<file path="src/rtl/trdb_pkg.sv">
// Shared types for the trace instruction filter.
package trdb_pkg;

  typedef enum logic [1:0] {
    DISABLED = 2'd0,
    ACTIVE   = 2'd1,
    OFF_REQ  = 2'd2
  } filter_state_e;

endpackage

</file>
<file path="src/rtl/trdb_range_cmp.sv">
// Combinational qualifier: address window (inclusive, unsigned) plus privilege mask.
module trdb_range_cmp #(
  parameter int XLEN = 32
) (
  input  logic            filter_en_i,
  input  logic [XLEN-1:0] iaddr_i,
  input  logic [XLEN-1:0] addr_lower_i,
  input  logic [XLEN-1:0] addr_upper_i,
  input  logic [1:0]      priv_lvl_i,
  input  logic [3:0]      priv_mask_i,
  output logic            match_o
);

  logic in_range;

  // lower > upper yields an empty window with no special casing.
  assign in_range = (iaddr_i >= addr_lower_i) && (iaddr_i <= addr_upper_i);
  assign match_o  = !filter_en_i || (in_range && priv_mask_i[priv_lvl_i]);

endmodule

</file>
<file path="src/rtl/trdb_filter.sv">
// Qualifies retired instructions, forwards matches through a register slice and
// requests trace-off after HOLDOFF consecutive non-matching retirements.
module trdb_filter
  import trdb_pkg::*;
#(
  parameter int XLEN    = 32,
  parameter int HOLDOFF = 4
) (
  input  logic            clk_i,
  input  logic            rst_ni,
  input  logic            trace_enable_i,
  input  logic            inst_valid_i,
  input  logic [XLEN-1:0] iaddr_i,
  input  logic [1:0]      priv_lvl_i,
  input  logic            filter_en_i,
  input  logic [XLEN-1:0] addr_lower_i,
  input  logic [XLEN-1:0] addr_upper_i,
  input  logic [3:0]      priv_mask_i,
  output logic            inst_valid_o,
  output logic [XLEN-1:0] iaddr_o,
  output logic            trace_req_off_o,
  output logic [1:0]      state_o
);

  localparam int                CNT_W    = $clog2(HOLDOFF + 1);
  localparam logic [CNT_W-1:0] CNT_MAX  = CNT_W'(HOLDOFF);
  localparam logic [CNT_W-1:0] CNT_LAST = CNT_W'(HOLDOFF - 1);

  filter_state_e   state_q, state_d;
  logic [CNT_W-1:0] cnt_q, cnt_d;
  logic            valid_q, valid_d;
  logic [XLEN-1:0] iaddr_q, iaddr_d;
  logic            match, hit, miss;

  trdb_range_cmp #(.XLEN(XLEN)) u_range_cmp (
    .filter_en_i  (filter_en_i),
    .iaddr_i      (iaddr_i),
    .addr_lower_i (addr_lower_i),
    .addr_upper_i (addr_upper_i),
    .priv_lvl_i   (priv_lvl_i),
    .priv_mask_i  (priv_mask_i),
    .match_o      (match)
  );

  assign hit  = inst_valid_i && match;
  assign miss = inst_valid_i && !match;

  // NOTE: every register, including the address slice, has a reset value so a
  // reset in OFF_REQ drops the request and all outputs immediately.
  always_ff @(posedge clk_i or negedge rst_ni) begin
    if (!rst_ni) begin
      state_q <= DISABLED;
    end else begin
      // NOTE: non-blocking so all flops sample pre-edge values together.
      state_q <= state_d;
    end
  end

  // A falling enable takes priority over the HOLDOFF-th mismatch.
  always_comb begin
    // NOTE: default first so no path leaves state_d unassigned (no latch).
    state_d = state_q;
    case (state_q)
      DISABLED: if (trace_enable_i) state_d = ACTIVE;
      ACTIVE: begin
        if (!trace_enable_i)                  state_d = DISABLED;
        else if (miss && (cnt_q == CNT_LAST)) state_d = OFF_REQ;
      end
      OFF_REQ:  if (!trace_enable_i) state_d = DISABLED;
      default:  state_d = DISABLED;
    endcase
  end

  always_comb begin
    cnt_d = cnt_q;
    if ((state_q == DISABLED) || !trace_enable_i) begin
      cnt_d = '0;
    end else if (hit) begin
      cnt_d = '0;
    end else if (miss && (state_q == ACTIVE) && (cnt_q != CNT_MAX)) begin
      cnt_d = cnt_q + CNT_W'(1);
    end
  end

  always_comb begin
    valid_d = inst_valid_i && trace_enable_i && match && (state_q != OFF_REQ);
    iaddr_d = inst_valid_i ? iaddr_i : iaddr_q;
  end

  always_ff @(posedge clk_i or negedge rst_ni) begin
    if (!rst_ni) begin
      cnt_q   <= '0;
      valid_q <= 1'b0;
      iaddr_q <= '0;
    end else begin
      cnt_q   <= cnt_d;
      valid_q <= valid_d;
      iaddr_q <= iaddr_d;
    end
  end

  always_comb begin
    inst_valid_o    = valid_q;
    iaddr_o         = iaddr_q;
    trace_req_off_o = (state_q == OFF_REQ);
    state_o         = state_q;
  end

endmodule

</file>
<file path="config.mk">
export PLATFORM = sky130hd
export DESIGN_NAME = trdb_filter
export DESIGN_NICKNAME = d
export VERILOG_FILES = /design/src/rtl/trdb_pkg.sv /design/src/rtl/trdb_range_cmp.sv /design/src/rtl/trdb_filter.sv
export SDC_FILE = /design/constraint.sdc
export NUM_CORES = 1
export LEC_CHECK = 0
export BUFFER_PORTS_ARGS = -buffer_cell sky130_fd_sc_hd__buf_2
export CAP_MARGIN = 20
export CORE_AREA = 2 2 85 79
export DETAILED_ROUTE_END_ITERATION = 7
export DIE_AREA = 0 0 87 81
export PLACE_DENSITY = 0.94
export REMOVE_ABC_BUFFERS = 1
export SYNTH_ARGS = -nofsm -noshare
export SYNTH_HDL_FRONTEND = slang
export SYNTH_SLANG_ARGS = --single-unit
</file>
<file path="constraint.sdc">
create_clock -name clk_i -period 1.8 [get_ports clk_i]
set_input_delay 0.09 -clock clk_i [delete_from_list [all_inputs] [get_ports clk_i]]
set_output_delay 0.09 -clock clk_i [all_outputs]
set_load 0.03 [all_outputs]
</file>
==> results_dict.tcl, run 1 <==
set metrics [dict create \
    period_share_pct 105 \
    yosys_warnings 0 \
    endpoint "cnt_q[1]" \
    p_sw_share_pct 34.7 \
    worst_slack_ps -81.1 \
    crit_start "iaddr_i[5]" \
    tns_ps -255 \
    dp_hpwl_um 7020 \
    synthTopCellsByArea "dfrtp_1 30%, ha_1 27%, mux2_2 12%, inv_1 8.1%, a21oi_1 4.5%" \
    power.internal_mw 1.83 \
    synth_common_cells "68 x inv_1, 67 x ha_1, 38 x dfrtp_1, 32 x mux2_2, 28 x a21oi_1" \
    cap_violations 0 \
    die_w_um 87 \
    antenna_found_initial 0 \
    synth_top_area_share_pct 30.4 \
    worstMarginPinSlew_ps 534 \
    root_buffer "clkbuf_8" \
    yosys_register_bits 38 \
    grt_pass1_wl_um 14800 \
    dr_total_vias 3205 \
    drive_above_1_share_pct 51.6 \
    num_antenna_cells 0 \
    grt_pass1_vias 3337 \
    reg2reg_depth 5 \
    final_util_pct 75.2 \
    syn_inst 332 \
    rows 28 \
    drc 0 \
    die_h_um 81 \
    power_switching_mw 0.971 \
    synth_ff_type "dfrtp_1" \
    cts_buffer_depth 2 \
    crit_path_end_kind "flop" \
    cts_sinks 38 \
    die-area_um2 7050 \
    clk_pin_slew_ps 80 \
    ys_types 35 \
    cts_buffers 5 \
    pwr-share-clk_pct 27.2 \
    synth_edf_count 0 \
    first_iter_violations 107 \
    rsz0062_at_grt "yes" \
    r2r-start "state_o[0]" \
    drt.antenna.violating_nets 0 \
    path_max_fanout 3 \
    ys_seq_area_share_pct 30.4 \
    area_delta_synth_final_pct 50.6 \
    peakVddDrop_uv 409 \
    hold_violations 0 \
    fin_nets 681 \
    p_seq_share_pct 34.7 \
    fin_cells 583 \
    comb_power_share_pct 38.1 \
    htree_levels 2 \
    via_per_inst 5.50 \
    outcome "complete, but fails checks" \
    power.total_mw 2.80 \
    syn-cell-area_um2 3130 \
    grt_start_max_net_pins 39 \
    pin_count 143 \
    drt_wl_total_um 10000 \
    fmax_mhz 532 \
    hp-class "in2reg" \
    synth_most_common_cell "inv_1" \
    start_kind "input port" \
    worst_r2r_endpoint "cnt_q[2]" \
    ff2ff_setup_slack_ps 310 \
    grt_overflow_total 0 \
    place_inst 569 \
    async_flop_share_pct 100 \
    grt_usage_pct 26.9 \
    arrival_ps 2100 \
    syn_avg_cell_area_um2 9.44 \
    port-buffer-count 142 \
    dr.pass1.iters 4 \
    worstPathRequired_ps 2020 \
    cts_tree "yes" \
    violations "setup timing" \
    start_util_pct 50.0 \
    power.density_nw_per_um2 593 \
    finalCriticalPeriod_ps 1880 \
    slew_viol_final 0 \
    synth_area_leader_cell "dfrtp_1" \
    setup_viol 4 \
    leakage_nw 2.50 \
    worstSkewPairLatency_ps 300 \
    critPathKind "in2reg" \
    wl_per_cell_um 17.2 \
    core-area_um2 6270 \
    place_congestion 0.836 \
    slew_headroom_pct 64.3 \
    finClkSkew_ps 4.77 \
]
==> metal layers <==
layer  GRT usage [%]  up-vias  wire length [um]
met2            52.1      145              5350
li1                -     1512                 -
met3            5.39       32               473
met4            11.9        0               280
met5               0        -                 0
met1            27.9     1516              3930
==> power by group through the flow <==
| stage | Sequential (mW) | Combinational [mW] | Clock (mW) |
|---|---|---|---|
| after floorplan | 1.13 | 0.335 | 0 |
| after global placement | 0.978 | 0.849 | 0 |
| after detailed placement | 0.986 | 0.887 | 0 |
| after CTS | 0.968 | 0.965 | 0.769 |
| after global routing | 0.979 | 1.15 | 0.799 |
| final | 0.969 | 1.07 | 0.760 |
==> cells by family (layout without fill, tap and decap cells) <==
group,count (synthesis),after routing,synth area share (%)
flops,38,38,30.4
simple gates,63,63,10.1
compound gates,59,59,11.9
fa+ha+maj,67,67,26.8
buf+inv,72,248,8.63
mux,33,33,12.2
==> through the flow <==
step	worst slack (ps)	hold slack (ps)	instance area, um^2
6_report	-81.1	37.7	4720
5_1_grt	-191	35.3	4720
3_5_place_dp	-521	186	4100
2_1_floorplan	-219	-206	3120
3_3_place_gp	-459	173	4100
4_1_cts	-35.6	37.7	4500
==> critical path, stage by stage <==
cell      delay [ps]
buf_2            130
buf_4            140
ha_1             320
a21oi_1          140
o21ai_0          100
a21oi_1          170
o211ai_1         160
a311oi_2         420
o211ai_1         220
o22ai_1          210
==> flip-flops by register name, summed over array words and instances, names as in the netlist <==
register / cells
state_o: 2
inst_valid_o: 1
iaddr_o: 32
cnt_q: 3
==> worst min-delay path by stage <==
stage | start | end | slack, ps | cells after the start
after floorplan | rst_ni | cnt_q[0] | -210 | 0
after global placement | rst_ni | iaddr_o[5] | 170 | 2
after detailed placement | rst_ni | iaddr_o[7] | 190 | 2
after CTS | iaddr_i[9] | iaddr_o[9] | 40 | 2
after global routing | iaddr_i[9] | iaddr_o[9] | 40 | 2
final | iaddr_i[10] | iaddr_o[10] | 40 | 2
==> cell type report <==
class	instances	area [um^2]
inverter	68	263
fill	407	1550
timing repair buffer	172	1060
clock inverter	3	40.0
tap	75	93.8
sequential	38	951
clock buffer	5	68.8
multi-input combinational	222	2240
==> repair_timing <==
action                                  CTS  global route
hold buffers                              1             0
buffers inserted                          4             2
pin swaps                                23            26
endpoints found under the setup margin    6             6
gates resized for setup                  46            44
endpoints found under the hold margin    38             0
==> layout by cell type (no fill, tap or decap), types with 10 or more instances in the layout <==
master | netlist | final
a21oi_1 | 28 | 24
inv_1 | 68 | 57
buf_4 | 0 | 29
buf_2 | 0 | 124
dfrtp_1 | 38 | 38
nand2_1 | 22 | 21
ha_1 | 67 | 51
buf_6 | 0 | 15
ha_4 | 0 | 16
nand4_1 | 10 | 10
mux2_2 | 32 | 32
Power figures use the tool's default switching activity.
==> run 2: changes to the inputs <==
--- a/config.mk
+++ b/config.mk
@@ -11,6 +11,7 @@
 export DETAILED_ROUTE_END_ITERATION = 7
 export DIE_AREA = 0 0 87 81
 export PLACE_DENSITY = 0.94
+export RECOVER_POWER = 100
 export REMOVE_ABC_BUFFERS = 1
 export SYNTH_ARGS = -nofsm -noshare
 export SYNTH_HDL_FRONTEND = slang
==> run 2 against run 1 <==
  * The run still ends with setup timing left
  * Register-to-register slack worse by 20 ps
  * Core utilization is 0.88 points lower
  * Combinational power hardly changed
  * Die area stayed put
  * Worst setup slack worse by 5.8 ps
  * Global-route usage stayed put
  * Clock power is 0.5% lower
  * Clock skew is 0.50 ps higher
  * Via count is 0.16% higher
  * Worst hold slack better by 3.9 ps
==> results_dict.tcl, run 2 (same netlist as run 1, synthesis figures left out) <==
set metrics [dict create \
    power_switching_mw 0.969 \
    place_inst 569 \
    worstPathRequired_ps 2010 \
    fin_nets 681 \
    antenna_found_initial 0 \
    crit_path_end_kind "flop" \
    finClkSkew_ps 5.27 \
    tns_ps -301 \
    die-area_um2 7050 \
    p_seq_share_pct 35.1 \
    cap_violations 0 \
    cts_tree "yes" \
    multi_input_area_um2 2240 \
    slew_headroom_pct 31.1 \
    grt_overflow_total 0 \
    slew_viol_final 0 \
    hp-class "in2reg" \
    fin_cells 583 \
    drive_above_1_share_pct 44.1 \
    cts_buffer_depth 2 \
    worst_slack_ps -86.9 \
    dp_hpwl_um 7020 \
    register_area_um2 951 \
    cts_sinks 38 \
    dr.pass1.iters 4 \
    grt_start_max_net_pins 39 \
    power.internal_mw 1.80 \
    path_max_fanout 3 \
    rsz0062_at_grt "yes" \
    rows 28 \
    clk_pin_slew_ps 80 \
    violations "setup timing" \
    layout_commonest_cell "buf_2" \
    worstSkewPairLatency_ps 300 \
    wl_per_cell_um 17.2 \
    comb_power_share_pct 37.6 \
    core-area_um2 6270 \
    start_util_pct 50.0 \
    grt_usage_pct 26.9 \
    die_w_um 87 \
    setup_viol 5 \
    dr_total_vias 3210 \
    hold_ws_ps 41.5 \
    leakage_nw 2.39 \
    critPathKind "in2reg" \
    root_buffer "clkbuf_8" \
    hold_violations 0 \
    grt_pass1_vias 3337 \
    htree_levels 2 \
    drc 0 \
    arrival_ps 2100 \
    grt_pass1_wl_um 14800 \
    layout_common_cells "87 x buf_2, 57 x inv_1, 51 x ha_1" \
    fmax_mhz 530 \
    place_congestion 0.836 \
    via_per_inst 5.51 \
    cts_buffers 5 \
    power.density_nw_per_um2 594 \
    area_delta_synth_final_pct 48.8 \
    start_kind "input port" \
    num_antenna_cells 0 \
    first_iter_violations 89 \
    pwr-share-clk_pct 27.3 \
    ff2ff_setup_slack_ps 290 \
    pin_count 143 \
    place_ws_ps -521 \
    port-buffer-count 142 \
    drt_wl_total_um 10000 \
    peakVddDrop_uv 406 \
    drt.antenna.violating_nets 0 \
    worstMarginPinSlew_ps 1030 \
    finalCriticalPeriod_ps 1890 \
    die_h_um 81 \
    fillers 432 \
    p_sw_share_pct 35.0 \
    outcome "complete, but fails checks" \
    largest_reg_flops 32 \
    period_share_pct 105 \
]
-- run 2: layout make-up --
class,count,share of cell area (%)
inverters,68,5.63
well taps,75,2.01
repair buffers,172,21.6
clock inverters,3,0.859
flip-flops and latches,38,20.4
multi-input cells,222,48.0
clock buffers,5,1.48
-- run 2: path summary, 6_finish.rpt --
path,from,cells after the start,to
max in group asynchronous,rst_ni,3,iaddr_o[25]
min in group asynchronous,rst_ni,3,iaddr_o[4]
setup reg to reg,state_o[0],5,cnt_q[2]
hold / removal,iaddr_i[10],2,iaddr_o[10]
setup / recovery,iaddr_i[5],10,cnt_q[1]
hold reg to reg,iaddr_o[25],1,iaddr_o[25]
-- run 2: metrics by stage --
stage / utilization, % / power (mW) / instance area (um^2)
finish: 74.4 / 2.77 / 4660
global route: 74.4 / 2.91 / 4660
CTS: 71.7 / 2.70 / 4500
detailed placement: 65.4 / 1.87 / 4100
global placement: 65.4 / 1.83 / 4100
floorplan: - / 1.47 / 3120
-- run 2: what timing repair did --
item / 4_1_cts / 5_1_grt
setup endpoints to repair: 6 / 6
gates cloned: 0 / 0
hold buffers: 1 / 0
pin swaps: 23 / 26
setup buffers: 4 / 2
endpoints found under the hold margin: 38 / 0
resized for setup: 46 / 44
-- run 2: layer usage --
layer  part of all wire (%)  track usage (%)  vias up
li1                       -                -     1513
met1                     39             27.9     1524
met2                     54             52.1      141
met3                    4.7             5.39       32
met4                    2.8             11.9        0
met5                      0                0        -
-- run 2: worst max-delay path: stages --
cell	delay, ps
buf_2	130
buf_4	140
ha_1	320
a21oi_1	140
o21ai_0	100
a21oi_1	170
o211ai_1	160
a311oi_2	420
o211ai_1	220
o22ai_1	210
-- run 2: power by group through the flow --
stage	sequential, mW	clock, mW	combinational (mW)
final	0.972	0.756	1.04
after global routing	0.982	0.799	1.13
after floorplan	1.13	0	0.335
after global placement	0.978	0	0.849
after CTS	0.968	0.769	0.965
after detailed placement	0.986	0	0.887
==> run 3: changes to the inputs <==
--- a/config.mk
+++ b/config.mk
@@ -5,12 +5,13 @@
 export SDC_FILE = /design/constraint.sdc
 export NUM_CORES = 1
 export LEC_CHECK = 0
+export ABC_AREA = 1
 export BUFFER_PORTS_ARGS = -buffer_cell sky130_fd_sc_hd__buf_2
 export CAP_MARGIN = 20
-export CORE_AREA = 2 2 85 79
+export CORE_AREA = 2 2 88 81
 export DETAILED_ROUTE_END_ITERATION = 7
-export DIE_AREA = 0 0 87 81
-export PLACE_DENSITY = 0.94
+export DIE_AREA = 0 0 90 83
+export PLACE_DENSITY = 0.92
 export RECOVER_POWER = 100
 export REMOVE_ABC_BUFFERS = 1
 export SYNTH_ARGS = -nofsm -noshare
==> run 3 against run 2 <==
  * The run now ends clean
  * Worst hold slack worse by 2.5 ps
  * Flip-flop and latch count stayed put
  * Critical endpoint unchanged
  * Critical path depth grew 5
  * Combinational power decreased by 21%
  * Synthesized area rose by 5.6%
  * Via count increased by 4.8%
  * Critical path type unchanged
  * Synthesized cell count is 40% higher
  * Wire length shrank 17%
  * Clock power fell by 28%
  * Global-route usage shrank 4.7 points
  * Core utilization fell by 10 points
==> results_dict.tcl, run 3 <==
set metrics [dict create \
    syn-cell-area_um2 3310 \
    synth_ff_type "dfrtp_1" \
    synth_edf_count 0 \
    synth_top_area_share_pct 28.7 \
    dp_hpwl_um 7100 \
    antenna_found_initial 0 \
    via_per_inst 4.78 \
    final_util_pct 64.1 \
    path_cells "buf_2 -> ha_1 -> nand2_1 -> nor2_2 -> nand4_1 -> a21oi_1 -> nor2_1 -> a21oi_2 -> nand2_2 -> nand2_1 -> nand2_2 -> nand2_2 -> inv_2 -> nand2_1 -> nor2_1" \
    ys_types 23 \
    top_layer "met4" \
    drive_above_1_share_pct 20.7 \
    clk_pin_slew_ps 70 \
    ff2ff_setup_slack_ps 320 \
    grt_usage_pct 22.3 \
    pin_count 143 \
    finalCriticalPeriod_ps 1620 \
    die_w_um 90 \
    wl_met2_um 4350 \
    worstSkewPairLatency_ps 280 \
    port-buffer-count 142 \
    critPathMaxStageDelay_ps 310 \
    root_buffer "clkbuf_8" \
    synth_area_leader_cell "dfrtp_1" \
    drc 0 \
    cts_tree "yes" \
    crit_path_end_kind "flop" \
    area_delta_synth_final_pct 26.3 \
    yosys_register_bits 38 \
    p_seq_share_pct 41.2 \
    grt_start_max_net_pins 39 \
    grt_overflow_total 0 \
    fin_nets 788 \
    dr_total_vias 3363 \
    critPathKind "in2reg" \
    pwr-share-clk_pct 23.3 \
    layout_commonest_cell "nand2_1" \
    post_cts_buffers 0 \
    wl_met3_um 347 \
    arrival_ps 1800 \
    slew_headroom_pct 38.3 \
    start_util_pct 50.8 \
    worst_slack_ps 185 \
    rows 28 \
    hold_ws_ps 39.1 \
    wl_per_cell_um 11.7 \
    worst_hold_path.num_cells 3 \
    rsz0062_at_grt "no" \
    grt_pass1_wl_um 13900 \
    worstMarginPinSlew_ps 925 \
    async_flop_share_pct 100 \
    start_kind "input port" \
    syn_avg_cell_area_um2 7.10 \
    die-area_um2 7470 \
    grt_pass1_vias 3383 \
    tns_ps 0 \
    drt_wl_total_um 8270 \
    place_ws_ps -125 \
    p_sw_share_pct 36.0 \
    place_inst 696 \
    fin_cells 704 \
    comb_power_share_pct 35.5 \
    hold_violations 0 \
    core-area_um2 6520 \
    hp-class "in2reg" \
    cap_violations 0 \
    power_switching_mw 0.837 \
    leakage_nw 2.58 \
    power.internal_mw 1.49 \
    slew_viol_final 0 \
    syn_inst 466 \
    outcome "completed" \
    slowest_stage "ha_1" \
    htree_levels 2 \
    period_share_pct 89.7 \
    ys_seq_area_share_pct 28.7 \
    synth_most_common_cell "nand2_1" \
    synthTopCellsByArea "dfrtp_1 29%, ha_1 25%, nand2_1 19%, inv_1 10%, a21oi_1 4.8%" \
    dr.pass1.iters 6 \
    cts_buffers 5 \
    drt.antenna.violating_nets 0 \
    path_max_fanout 3 \
    largest_reg_flops 32 \
    peakVddDrop_uv 240 \
    place_congestion 0.835 \
    power.density_nw_per_um2 557 \
    first_iter_violations 83 \
    synth_common_cells "167 x nand2_1, 91 x inv_1, 67 x ha_1, 38 x dfrtp_1, 32 x a21oi_1" \
    fmax_mhz 619 \
    finClkSkew_ps 1.67 \
    setup_viol 0 \
    die_h_um 83 \
    reg2reg_depth 7 \
    yosys_warnings 0 \
    worstPathRequired_ps 1990 \
    cts_sinks 38 \
    m1WireLength_um 3460 \
    layout_common_cells "168 x nand2_1, 105 x buf_2, 91 x inv_1" \
    cts_buffer_depth 2 \
    num_antenna_cells 0 \
]
[run 3: power by group through the flow]
stage	clock (mW)	sequential (mW)	combinational, mW
floorplan	0	1.11	0.364
global route	0.583	0.967	0.937
finish	0.542	0.959	0.825
CTS	0.560	0.957	0.852
global placement	0	0.969	0.809
detailed placement	0	0.973	0.847
[run 3: per-stage QoR]
step | power (mW) | instance area (um^2)
after detailed placement | 1.82 | 4140
after global routing | 2.49 | 4180
after global placement | 1.78 | 4140
final | 2.33 | 4180
after CTS | 2.37 | 4230
after floorplan | 1.47 | 3280
[run 3: worst paths after layout]
kind | start | end
worst min-delay path | iaddr_i[23] | iaddr_o[23]
worst max register to register | cnt_q[0] | cnt_q[2]
worst max-delay path | iaddr_i[31] | cnt_q[1]
max in group asynchronous | rst_ni | iaddr_o[29]
worst min register to register | iaddr_o[1] | iaddr_o[1]
min in group asynchronous | rst_ni | iaddr_o[19]
[run 3: cell families (layout without fill, tap and decap cells)]
group,Yosys count,after routing,share of synthesized area (%)
AOI/OAI and AO/OA,50,50,8.43
adders and majority gates,67,67,25.3
buffers and inverters,99,247,11.3
DFF,38,38,28.7
and+or+nand+nor,212,212,26.2
[run 3: critical path, delay by kind of cell]
kind                       cells  cell delay [ps]
buffers and inverters          2              160
AOI/OAI and AO/OA              2              390
adders and majority gates      1              310
and+or+nand+nor               10              850
[run 3: cell type report]
cell class	count	area, um^2
Fill cell	598	2340
Multi-Input combinational cell	329	1990
Sequential cell	38	951
Timing Repair Buffer	148	706
Inverter	92	345
Tap cell	90	113
Clock buffer	7	76.3
[run 3: what timing repair did]
| action | CTS | global route |
|---|---|---|
| endpoints found under the hold margin | 38 | 0 |
| endpoints found under the setup margin | 0 | 2 |
| gates resized for setup | 0 | 2 |
| hold buffers | 1 | 0 |
[run 3: layer usage]
layer  GRT usage (%)  up-vias
met5               0        -
met4            7.69        0
met3            3.36       10
met2            43.2       88
met1            24.5     1517
li1                -     1748
